## src/rtl/align_shifter.sv

```systemverilog
// Iterative right-shift aligner for the smaller floating-point mantissa, producing guard/round/sticky.
// Define ALIGN_SHIFT4_EN to add a 4-bit-per-cycle shift step; results are identical in both builds.
module align_shifter (
    input  logic        clk,
    input  logic        reset,
    input  logic        start,
    input  logic [7:0]  exp_diff,
    input  logic [23:0] mant_in,
    output logic        busy,
    output logic        done,
    output logic [23:0] mant_out,
    output logic [2:0]  grs
);

    typedef enum logic [1:0] {
        IDLE,
        SHIFT,
        DONE
    } state_t;

    state_t      state_q, state_d;
    logic [26:0] shreg_q, shreg_d;
    logic [4:0]  cnt_q, cnt_d;

    always_ff @(posedge clk) begin
        if (reset) begin
            state_q <= IDLE;
            shreg_q <= '0;
            cnt_q   <= '0;
        end else begin
            state_q <= state_d;
            shreg_q <= shreg_d;
            cnt_q   <= cnt_d;
        end
    end

    // Bit 0 of shreg is sticky: every shift ORs the bits falling off the bottom into it.
    always_comb begin
        state_d = state_q;
        shreg_d = shreg_q;
        cnt_d   = cnt_q;
        case (state_q)
            IDLE: begin
                if (start) begin
                    if (exp_diff < 8'd27) begin
                        shreg_d = {mant_in, 3'b000};
                        cnt_d   = exp_diff[4:0];
                    end else begin
                        shreg_d = {26'b0, |mant_in};
                        cnt_d   = 5'd0;
                    end
                    state_d = SHIFT;
                end
            end
            SHIFT: begin
                if (cnt_q == 5'd0) begin
                    state_d = DONE;
                end else begin
`ifdef ALIGN_SHIFT4_EN
                    if (cnt_q >= 5'd4) begin
                        shreg_d = {4'b0000, shreg_q[26:5], |shreg_q[4:0]};
                        cnt_d   = cnt_q - 5'd4;
                    end else begin
                        shreg_d = {1'b0, shreg_q[26:2], shreg_q[1] | shreg_q[0]};
                        cnt_d   = cnt_q - 5'd1;
                    end
`else
                    shreg_d = {1'b0, shreg_q[26:2], shreg_q[1] | shreg_q[0]};
                    cnt_d   = cnt_q - 5'd1;
`endif
                end
            end
            DONE: begin
                state_d = IDLE;
            end
            default: begin
                state_d = IDLE;
            end
        endcase
    end

    assign busy     = (state_q != IDLE);
    assign done     = (state_q == DONE);
    assign mant_out = shreg_q[26:3];
    assign grs      = shreg_q[2:0];

endmodule

```

## config.mk

```make
export PLATFORM = sky130hd
export DESIGN_NAME = align_shifter
export DESIGN_NICKNAME = d
export VERILOG_FILES = /design/src/rtl/align_shifter.sv
export SDC_FILE = /design/constraint.sdc
export NUM_CORES = 1
export LEC_CHECK = 0
export CELL_PAD_IN_SITES_DETAIL_PLACEMENT = 2
export CELL_PAD_IN_SITES_GLOBAL_PLACEMENT = 2
export CORE_UTILIZATION = 27
export DETAILED_ROUTE_END_ITERATION = 12
export PLACE_DENSITY_LB_ADDON = 0.1
export SYNTH_ARGS = -nofsm -noshare
export SYNTH_HDL_FRONTEND = slang
export SYNTH_SLANG_ARGS = --single-unit
```

## constraint.sdc

```tcl
create_clock -name clk -period 1.9 [get_ports clk]
set_input_delay 0.19 -clock clk [delete_from_list [all_inputs] [get_ports clk]]
set_output_delay 0.19 -clock clk [all_outputs]
set_load 0.1 [all_outputs]
```

==> results of run 1 <==
[registers in the layout, summed over array words and instances, names as in the netlist]
| name | cells |
|---|---|
| cnt_q | 5 |
| shreg_q | 27 |
| state_q | 2 |
[cells by family (layout without fill, tap and decap cells)]
| group | count (synthesis) | in the layout | share of synthesized area [%] |
|---|---|---|---|
| compound gates | 43 | 43 | 27.5 |
| flops | 34 | 34 | 37.3 |
| simple gates | 78 | 78 | 27.2 |
| xor+xnor | 1 | 1 | 0.480 |
| fa+ha+maj | 1 | 1 | 0.686 |
| buf+inv | 20 | 92 | 6.79 |
[layout make-up]
type / count / share of cell area, %
multi-input combinational: 123 / 39.5
sequential: 34 / 25.9
clock inverter: 2 / 0.476
tap: 77 / 3.67
timing repair buffer: 79 / 26.6
clock buffer: 6 / 3.14
inverter: 5 / 0.715
[metrics by stage]
stage	total power [mW]	cell area, µm²	TNS, ns	setup slack, ns
CTS	2.97	2620	0	0.0105
global route	3.09	2630	0	0.0304
global placement	2.33	2520	-0.0705	-0.0122
floorplan	1.98	1820	0	0.00987
detailed placement	2.38	2520	-0.872	-0.0946
finish	2.94	2630	0	0.186
[worst paths after layout]
path                                 from                  endpoint  depth (start not counted)
setup / recovery    cnt_q[0]$_SDFFE_PP0P_  shreg_q[12]$_SDFFE_PP0P_                          7
hold / removal    shreg_q[2]$_SDFFE_PP0P_   shreg_q[2]$_SDFFE_PP0P_                          2
setup reg to reg    cnt_q[0]$_SDFFE_PP0P_  shreg_q[12]$_SDFFE_PP0P_                          7
hold reg to reg   shreg_q[2]$_SDFFE_PP0P_   shreg_q[2]$_SDFFE_PP0P_                          2
[layer usage]
layer  up-vias  track usage, %  wire length [µm]
li1        820               -                 -
met1       844            22.5              2720
met3         7            3.93               268
met4         0            5.96                77
met2        46            32.2              3090
met5         -               0                 0
[synth_stat cells (3+ instances only)]
cell type  count
a21oi_1        3
buf_4          4
clkbuf_1       4
nor4_1         6
inv_1          5
nand2_1        4
dfxtp_1       34
nor3_1         7
nand3_1        3
nor3_2        20
buf_6          4
a221oi_1       5
nor2_1        27
a211oi_1       3
a221oi_2      20
[worst reg2reg max path, delay by kind of cell (launching register included)]
kind                       cells  cell delay, ns
DFF                            1            0.34
adders and majority gates      1            0.24
buffers and inverters          2            0.28
and+or+nand+nor                2            0.22
AOI/OAI and AO/OA              2            0.49
[what timing repair did]
item,in CTS,in global routing
setup endpoints to repair,0,14
hold endpoints to repair,0,0
resized for setup,0,2
[report_power, final]
part	leakage [nW]	switching [mW]	internal, mW	total (mW)
clock network	0.0472	0.287	0.292	0.579
logic	0.706	1.02	0.431	1.46
registers	0.280	0.0991	0.809	0.909
==> flow_summary_export.csv, run 1 <==
group,metric,value,unit
timing,worstMarginPinSlew,0.895,ns
timing,maxSlewViolCount,0,
synthesis,synth_enable_flop_cells,0,
synthesis,synth_cells,177,
run_status,failed_checks,"design-rule violations",
synthesis,synth_ff_type,"dfxtp_1",
worst_setup_path,end_kind,"register",
clock_network,numCtsBuffers,5,
drt,drtPass1Iterations,9,
timing,fin_worst_skew,0.0113,ns
worst_setup_path,crit_chain,"inv_1, ha_1, nor4b_4, o21a_2, buf_4, a221oi_2, nor3_2",
synthesis,syn_avg_cell_area,10.3,µm²
synthesis,synth.area.top_cells,"dfxtp_1 (37%), a221oi_2 (16%), nor3_2 (11%)",
timing,holdWs,0.495,ns
worst_setup_path,critPathBufInv,2,
worst_setup_path,critical_path.max_fanout,10,
synthesis,netlist.area_leader.share,37.3,%
final_layout,layout_common_cells,"buf_4 (43), dfxtp_1 (34), clkdlybuf4s50_1 (33)",
clock_network,clk_path_buf_depth,2,
pwr,ir_drop,0.523,mV
final_layout,n_fill_cell,701,
final_layout,diodes,0,
worst_setup_path,crit_required,2.04,ns
global_routing,grt_pass1_wl,10300,µm
placed_design,dp_hpwl,4690,µm
worst_setup_path,critPathTopFamily,"compound AO/OA/AOI/OAI gates",
synthesis,yosysUniqueCellTypes,39,
pwr,power_density,1120,nW/µm²
worst_setup_path,r2r_slack,0.19,ns
worst_setup_path,cp_slowest_cell,"dfxtp_1",
die,die_area,7090,µm²
global_routing,track_usage,18.4,%
final_layout,final_common_cell,"buf_4",
final_layout,multi_input_area,1040,µm²
global_routing,grt_overflow,0,
timing,finalSetupViolations,0,
synthesis,synth-async-reset-ratio,0,%
die,ios,64,
timing,slew-limit-headroom,40.4,%
global_routing,antenna_found_initial,0,
pwr,leakage,1.03,nW
clock_network,ctsRootBufferMaster,"clkbuf_8",
clock_network,cts_tree,"yes",
job,cap_violations,0,
synthesis,ys_seq_area_share,37.3,%
placed_design,place_congestion,0.725,
drt,drt_iter0_drc,62,
final_layout,post-route-util,40.9,%
run_status,status,"finished, violations left",
final_layout,area_delta_synth_final,44.0,%
final_layout,layout-drive-gt1-share,41.8,%
worst_setup_path,crit_arrival,1.86,ns
die,std_cell_rows,29,
global_routing,grt_max_degree,36,
placed_design,portBuffers,63,
worst_setup_path,slowest_delay,0.34,ns
clock_network,ctsHoldBuffers,0,
synthesis,ys_warn_count,0,
drt,vias,1717,
synthesis,yosysTopAreaCell,"dfxtp_1",
final_layout,layout.cells.non_filler,326,
clock_network,htreeDepth,2,
worst_setup_path,crit_path_start_kind,"register",
die,start_util,28.4,%
die,core,6420,µm²
placed_design,dp_cells,318,
drt,detail-route-antenna-nets,0,
synthesis,synth_seq_cells,34,
min_path,min_path_type,"register to register",
clock_network,clk_latency,0.29,ns
die,die_h,84.2,µm
timing,max_freq,584,MHz
drt,routedWlPerCell,18.9,µm
drt,avgViaCountPerCell,5.27,
timing,rsz0062_at_grt,"false",
final_layout,seq_area,681,µm²
timing,period_share,90.2,%
die,die_x,84.2,µm
synthesis,mappedNetlistArea,1820,µm²
final_layout,final_net_count,284,
timing,hold_viol,0,
timing,finalCriticalPeriod,1.71,ns
global_routing,grt_pass1_vias,1965,
clock_network,clk_pin_slew_worst_paths,0.07,ns
drt,wirelength,6150,µm
clock_network,cts_num_sinks,34,
worst_setup_path,critPathKind,"register to register",
synthesis,syn_nets,213,
clock_network,post_cts_buffers,0,
drt,drc,12,
(Power assumes the default switching activity.)
==> run 2: changes to the inputs <==
- ABC_CLOCK_PERIOD_IN_PS: not set -> 1900
- SETUP_SLACK_MARGIN: not set -> 0.2
==> flow_summary_export.csv, run 2 (synthesis gave the netlist of run 1 again) <==
group,metric,value,unit
die,std_cell_rows,29,
clock_network,htreeDepth,2,
worst_setup_path,critical_path.max_fanout,9,
global_routing,grt_pass1_vias,1930,
final_layout,n_fill_cell,705,
min_path,min_path_type,"register to register",
drt,vias,1734,
placed_design,place_congestion,0.757,
final_layout,layout-drive-gt1-share,47.0,%
pwr,leakage,1.06,nW
job,cap_violations,0,
global_routing,track_usage,18.0,%
final_layout,seq_area,683,µm²
clock_network,ctsHoldBuffers,0,
timing,maxSlewViolCount,0,
worst_setup_path,timing.rr.start,"cnt_q[0]$_SDFFE_PP0P_",
pwr,p_total,3.01,mW
final_layout,layout_common_cells,"buf_4 (38), clkdlybuf4s50_1 (33), dfxtp_1 (32)",
die,die_h,84.2,µm
drt,avgViaCountPerCell,5.32,
min_path,holdPathStages,2,
worst_setup_path,critPathKind,"input port to register",
global_routing,grt_pass1_wl,10200,µm
final_layout,multi_input_area,1110,µm²
timing,slew-limit-headroom,38.8,%
timing,finalSetupViolations,0,
final_layout,area_delta_synth_final,50.2,%
drt,routedWlPerCell,18.6,µm
worst_setup_path,crit_chain,"clkdlybuf4s50_1, or3_4, a311oi_4, buf_6, a221oi_1, nor3_1",
run_status,status,"finished, violations left",
clock_network,cts_num_sinks,34,
worst_setup_path,crit_arrival,1.84,ns
die,die_x,84.2,µm
pwr,ir_drop,0.381,mV
run_status,failed_checks,"design-rule violations",
worst_setup_path,r2r_end,"shreg_q[25]$_SDFFE_PP0P_",
clock_network,clk_latency,0.29,ns
placed_design,post-place-ws,-0.0503,ns
clock_network,clk_path_buf_depth,2,
clock_network,numCtsBuffers,5,
drt,detail-route-antenna-nets,0,
worst_setup_path,critPathTopFamily,"buffers and inverters",
die,core,6420,µm²
final_layout,final_net_count,284,
die,start_util,28.4,%
timing,worstMarginPinSlew,0.919,ns
min_path,min_from,"shreg_q[2]$_SDFFE_PP0P_",
timing,hold_viol,0,
timing,finalCriticalPeriod,1.63,ns
drt,wirelength,6070,µm
pwr,power_density,1100,nW/µm²
die,ios,64,
clock_network,post_cts_buffers,0,
final_layout,diodes,0,
timing,worst_slack,0.266,ns
clock_network,cts_tree,"yes",
timing,period_share,86.0,%
global_routing,grt_overflow,0,
timing,rsz0062_at_grt,"true",
timing,fin_worst_skew,0.0130,ns
global_routing,antenna_found_initial,0,
clock_network,ctsRootBufferMaster,"clkbuf_8",
drt,drc,12,
worst_setup_path,end_kind,"register",
final_layout,largest_reg_flops,27,
worst_setup_path,slowest_delay,0.41,ns
die,die_area,7090,µm²
global_routing,grt_max_degree,36,
placed_design,portBuffers,63,
worst_setup_path,critPathBufInv,2,
placed_design,dp_hpwl,4770,µm
worst_setup_path,r2r_slack,0.28,ns
worst_setup_path,cp_slowest_cell,"or3_4",
timing,max_freq,612,MHz
worst_setup_path,crit_path_start_kind,"input port",
drt,drtPass1Iterations,9,
clock_network,clk_pin_slew_worst_paths,0.07,ns
drt,drt_iter0_drc,42,
final_layout,largestRegisters,"shreg_q x27, cnt_q x5, state_q x2",
min_path,min_to,"shreg_q[2]$_SDFFE_PP0P_",
final_layout,final_common_cell,"buf_4",
worst_setup_path,rr_worst_depth,7,
worst_setup_path,crit_cells,6,
final_layout,top_register,"shreg_q",
worst_setup_path,crit_required,2.10,ns
## run 2: cell count changes in the layout (fill, tap and decap cells not counted), moves of 2 or more
cell	change
a211oi_1	-2
a211oi_2	+2
a221oi_1	-2
buf_12	+2
buf_4	-5
buf_6	+2
dfxtp_1	-2
dfxtp_2	+2
## run 2: layout make-up
cell class / instances / area share [%]
Clock inverter: 2 / 0.457
Sequential cell: 34 / 24.9
Multi-Input combinational cell: 123 / 40.5
Clock buffer: 6 / 3.01
Inverter: 5 / 0.685
Timing Repair Buffer: 79 / 26.9
Tap cell: 77 / 3.52
## run 2: metal layers
| metal | up-vias | track usage, % | wire [µm] |
|---|---|---|---|
| met4 | 0 | 2.82 | 19 |
| met1 | 867 | 21.9 | 2630 |
| met2 | 41 | 32.6 | 3140 |
| li1 | 824 | - | - |
| met5 | - | 0 | 0 |
| met3 | 2 | 4.33 | 290 |
## run 2: how the worst max path moves through the flow
stage	startpoint	endpoint
final	exp_diff[6]	cnt_q[3]$_SDFFE_PP0P_
after floorplan	state_q[0]$_SDFFE_PP0P_	shreg_q[23]$_SDFFE_PP0P_
after detailed placement	start	shreg_q[4]$_SDFFE_PP0P_
after global placement	start	shreg_q[4]$_SDFFE_PP0P_
after CTS	state_q[1]$_SDFFE_PP0P_	cnt_q[4]$_SDFFE_PP0P_
after global routing	cnt_q[1]$_SDFFE_PP0P_	cnt_q[1]$_SDFFE_PP0P_
## run 2: metrics by stage
| step | TNS, ns | hold WS [ns] | instance area (µm²) | util [%] | std cells |
|---|---|---|---|---|---|
| 3_5_place_dp | -0.405 | 0.476 | 2550 | 39.7 | 318 |
| 6_report | 0 | 0.509 | 2740 | 42.7 | 326 |
| 4_1_cts | 0 | 0.510 | 2680 | 41.7 | 326 |
| 5_1_grt | 0 | 0.520 | 2740 | 42.7 | 326 |
| 3_3_place_gp | -0.000290 | 0.459 | 2550 | 39.7 | 318 |
| 2_1_floorplan | 0 | 0.338 | 1830 | - | 177 |
## run 2: tightest hold or removal path: stages (launching register included)
cell and delay (ns):
dfxtp_1 0.33, nand2_1 0.07, a21oi_1 0.06
## run 2: repair_timing
item / CTS / global route
endpoints found under the setup margin: 28 / 25
hold endpoints to repair: 0 / 0
pin swaps: 0 / 3
gates resized for setup: 5 / 17
## run 2: report_power, final
group | switching [mW] | internal (mW)
Clock | 0.276 | 0.291
Combinational | 1.04 | 0.481
Sequential | 0.105 | 0.811
Total | 1.42 | 1.58
==> run 3: changes to the inputs <==
- CELL_PAD_IN_SITES_DETAIL_PLACEMENT: 2 -> not set
- CELL_PAD_IN_SITES_GLOBAL_PLACEMENT: 2 -> not set
- CORE_UTILIZATION: 27 -> 30
- PLACE_DENSITY_LB_ADDON: 0.1 -> not set
==> flow_summary_export.csv, run 3 (synthesis gave the netlist of run 1 again) <==
group,metric,value,unit
worst_setup_path,crit_path_start_kind,"register",
drt,avgViaCountPerCell,5.25,
drt,drc,0,
final_layout,final_net_count,284,
timing,hold_viol,0,
die,start_util,31.0,%
worst_setup_path,cp-endpoint,"shreg_q[0]$_SDFFE_PP0P_",
clock_network,clk_path_buf_depth,2,
placed_design,dp_hpwl,3570,µm
run_status,status,"finished clean",
timing,worst_slack,0.258,ns
die,std_cell_rows,28,
worst_setup_path,critical_path.max_fanout,6,
worst_setup_path,timing.rr.start,"state_q[0]$_SDFFE_PP0P_",
final_layout,top_register,"shreg_q",
drt,routedWlPerCell,15.7,µm
pwr,p_total,2.97,mW
timing,fin_worst_skew,0.00688,ns
clock_network,numCtsBuffers,5,
die,ios,64,
final_layout,layout_common_cells,"buf_4 (39), clkdlybuf4s50_1 (33), dfxtp_1 (32)",
clock_network,clk_pin_slew_worst_paths,0.07,ns
global_routing,grt_pass1_vias,1619,
timing,finalSetupViolations,0,
global_routing,track_usage,17.1,%
clock_network,ctsRootBufferMaster,"clkbuf_8",
worst_setup_path,r2r_slack,0.26,ns
worst_setup_path,crit_required,2.09,ns
timing,setup-tns-final,0,ns
clock_network,ctsHoldBuffers,0,
drt,drtPass1Iterations,4,
worst_setup_path,startpoint,"state_q[0]$_SDFFE_PP0P_",
timing,slew-limit-headroom,40.7,%
timing,rsz0062_at_grt,"true",
final_layout,area_delta_synth_final,47.3,%
die,die_area,6400,µm²
die,core,5890,µm²
drt,vias,1702,
pwr,leakage,1.04,nW
clock_network,clk_latency,0.29,ns
drt,detail-route-antenna-nets,0,
final_layout,layout-drive-gt1-share,45.4,%
final_layout,final_common_cell,"buf_4",
placed_design,portBuffers,63,
die,die_x,80.0,µm
global_routing,grt_overflow,0,
global_routing,grt_max_degree,36,
job,cap_violations,0,
clock_network,cts_num_sinks,34,
clock_network,htreeDepth,2,
drt,wirelength,5090,µm
placed_design,dp_cells,314,
timing,finalCriticalPeriod,1.64,ns
drt,drt_iter0_drc,62,
timing,worstMarginPinSlew,0.889,ns
final_layout,layout.cells.non_filler,324,
global_routing,antenna_found_initial,0,
placed_design,post-place-ws,-0.0293,ns
worst_setup_path,end_kind,"register",
final_layout,largestRegisters,"shreg_q x27, cnt_q x5, state_q x2",
worst_setup_path,r2r_end,"shreg_q[0]$_SDFFE_PP0P_",
final_layout,diodes,0,
final_layout,post-route-util,45.6,%
timing,maxSlewViolCount,0,
clock_network,cts_tree,"yes",
worst_setup_path,crit_arrival,1.83,ns
die,die_h,80.0,µm
pwr,ir_drop,0.551,mV
timing,period_share,86.4,%
final_layout,largest_reg_flops,27,
worst_setup_path,rr_worst_depth,6,
worst_setup_path,critPathKind,"register to register",
min_path,min_path_type,"register to register",
placed_design,place_congestion,0.783,
timing,max_freq,609,MHz
pwr,power_density,1100,nW/µm²
global_routing,grt_pass1_wl,8350,µm
run 3: changes by cell type in the layout (fill, tap and decap cells not counted), moves of 2 or more:
cell,change
a211oi_2,-2
nor2_1,-2
a221oi_1,+2
nor2_2,+2
a211oi_1,+2
run 3: report_power, final:
part,internal [mW],switching [mW],leakage [nW],total [mW]
Sequential,0.811,0.100,0.280,0.911
Clock,0.293,0.269,0.0482,0.561
Combinational,0.480,1.02,0.716,1.50
Total,1.58,1.38,1.04,2.97
run 3: worst min path at each step:
| stage | slack [ns] | cells past startpoint | end | startpoint |
|---|---|---|---|---|
| global placement | 0.46 | 2 | shreg_q[2]$_SDFFE_PP0P_ | shreg_q[2]$_SDFFE_PP0P_ |
| global route | 0.51 | 2 | shreg_q[2]$_SDFFE_PP0P_ | shreg_q[2]$_SDFFE_PP0P_ |
| floorplan | 0.34 | 2 | shreg_q[26]$_SDFFE_PP0P_ | mant_in[23] |
| CTS | 0.49 | 2 | shreg_q[2]$_SDFFE_PP0P_ | shreg_q[2]$_SDFFE_PP0P_ |
| detailed placement | 0.47 | 1 | state_q[1]$_SDFFE_PP0P_ | cnt_q[4]$_SDFFE_PP0P_ |
| finish | 0.49 | 2 | shreg_q[2]$_SDFFE_PP0P_ | shreg_q[2]$_SDFFE_PP0P_ |
run 3: layer usage:
metal  vias up  part of all wire (%)  track usage [%]
li1        819                     -                -
met1       815                    47             23.3
met2        60                    46             26.1
met3         8                   5.5             4.23
met4         0                   1.7             6.07
met5         -                     0                0
run 3: final cells by class:
class | instances | area [µm²]
clock inverter | 1 | 5.00
timing repair buffer | 79 | 731
fill | 573 | 3200
clock buffer | 7 | 86.3
multi-input combinational | 123 | 1070
tap | 75 | 93.8
sequential | 34 | 683
inverter | 5 | 18.8
run 3: worst max-delay path: stages (launching register included):
cell,delay (ns)
dfxtp_2,0.35
or3b_4,0.40
buf_4,0.17
o21ai_2,0.10
buf_4,0.15
o21ai_2,0.05
a2111oi_2,0.33
run 3: metrics by stage:
step	hold WS, ns	instance area [µm²]
6_report	0.485	2690
5_1_grt	0.510	2690
4_1_cts	0.489	2640
3_5_place_dp	0.466	2530
3_3_place_gp	0.465	2530
2_1_floorplan	0.338	1830
run 3: repair_timing:
action	in CTS	in global routing
setup endpoints to repair	27	31
setup buffers	0	2
pin swaps	0	1
gates resized for setup	4	11
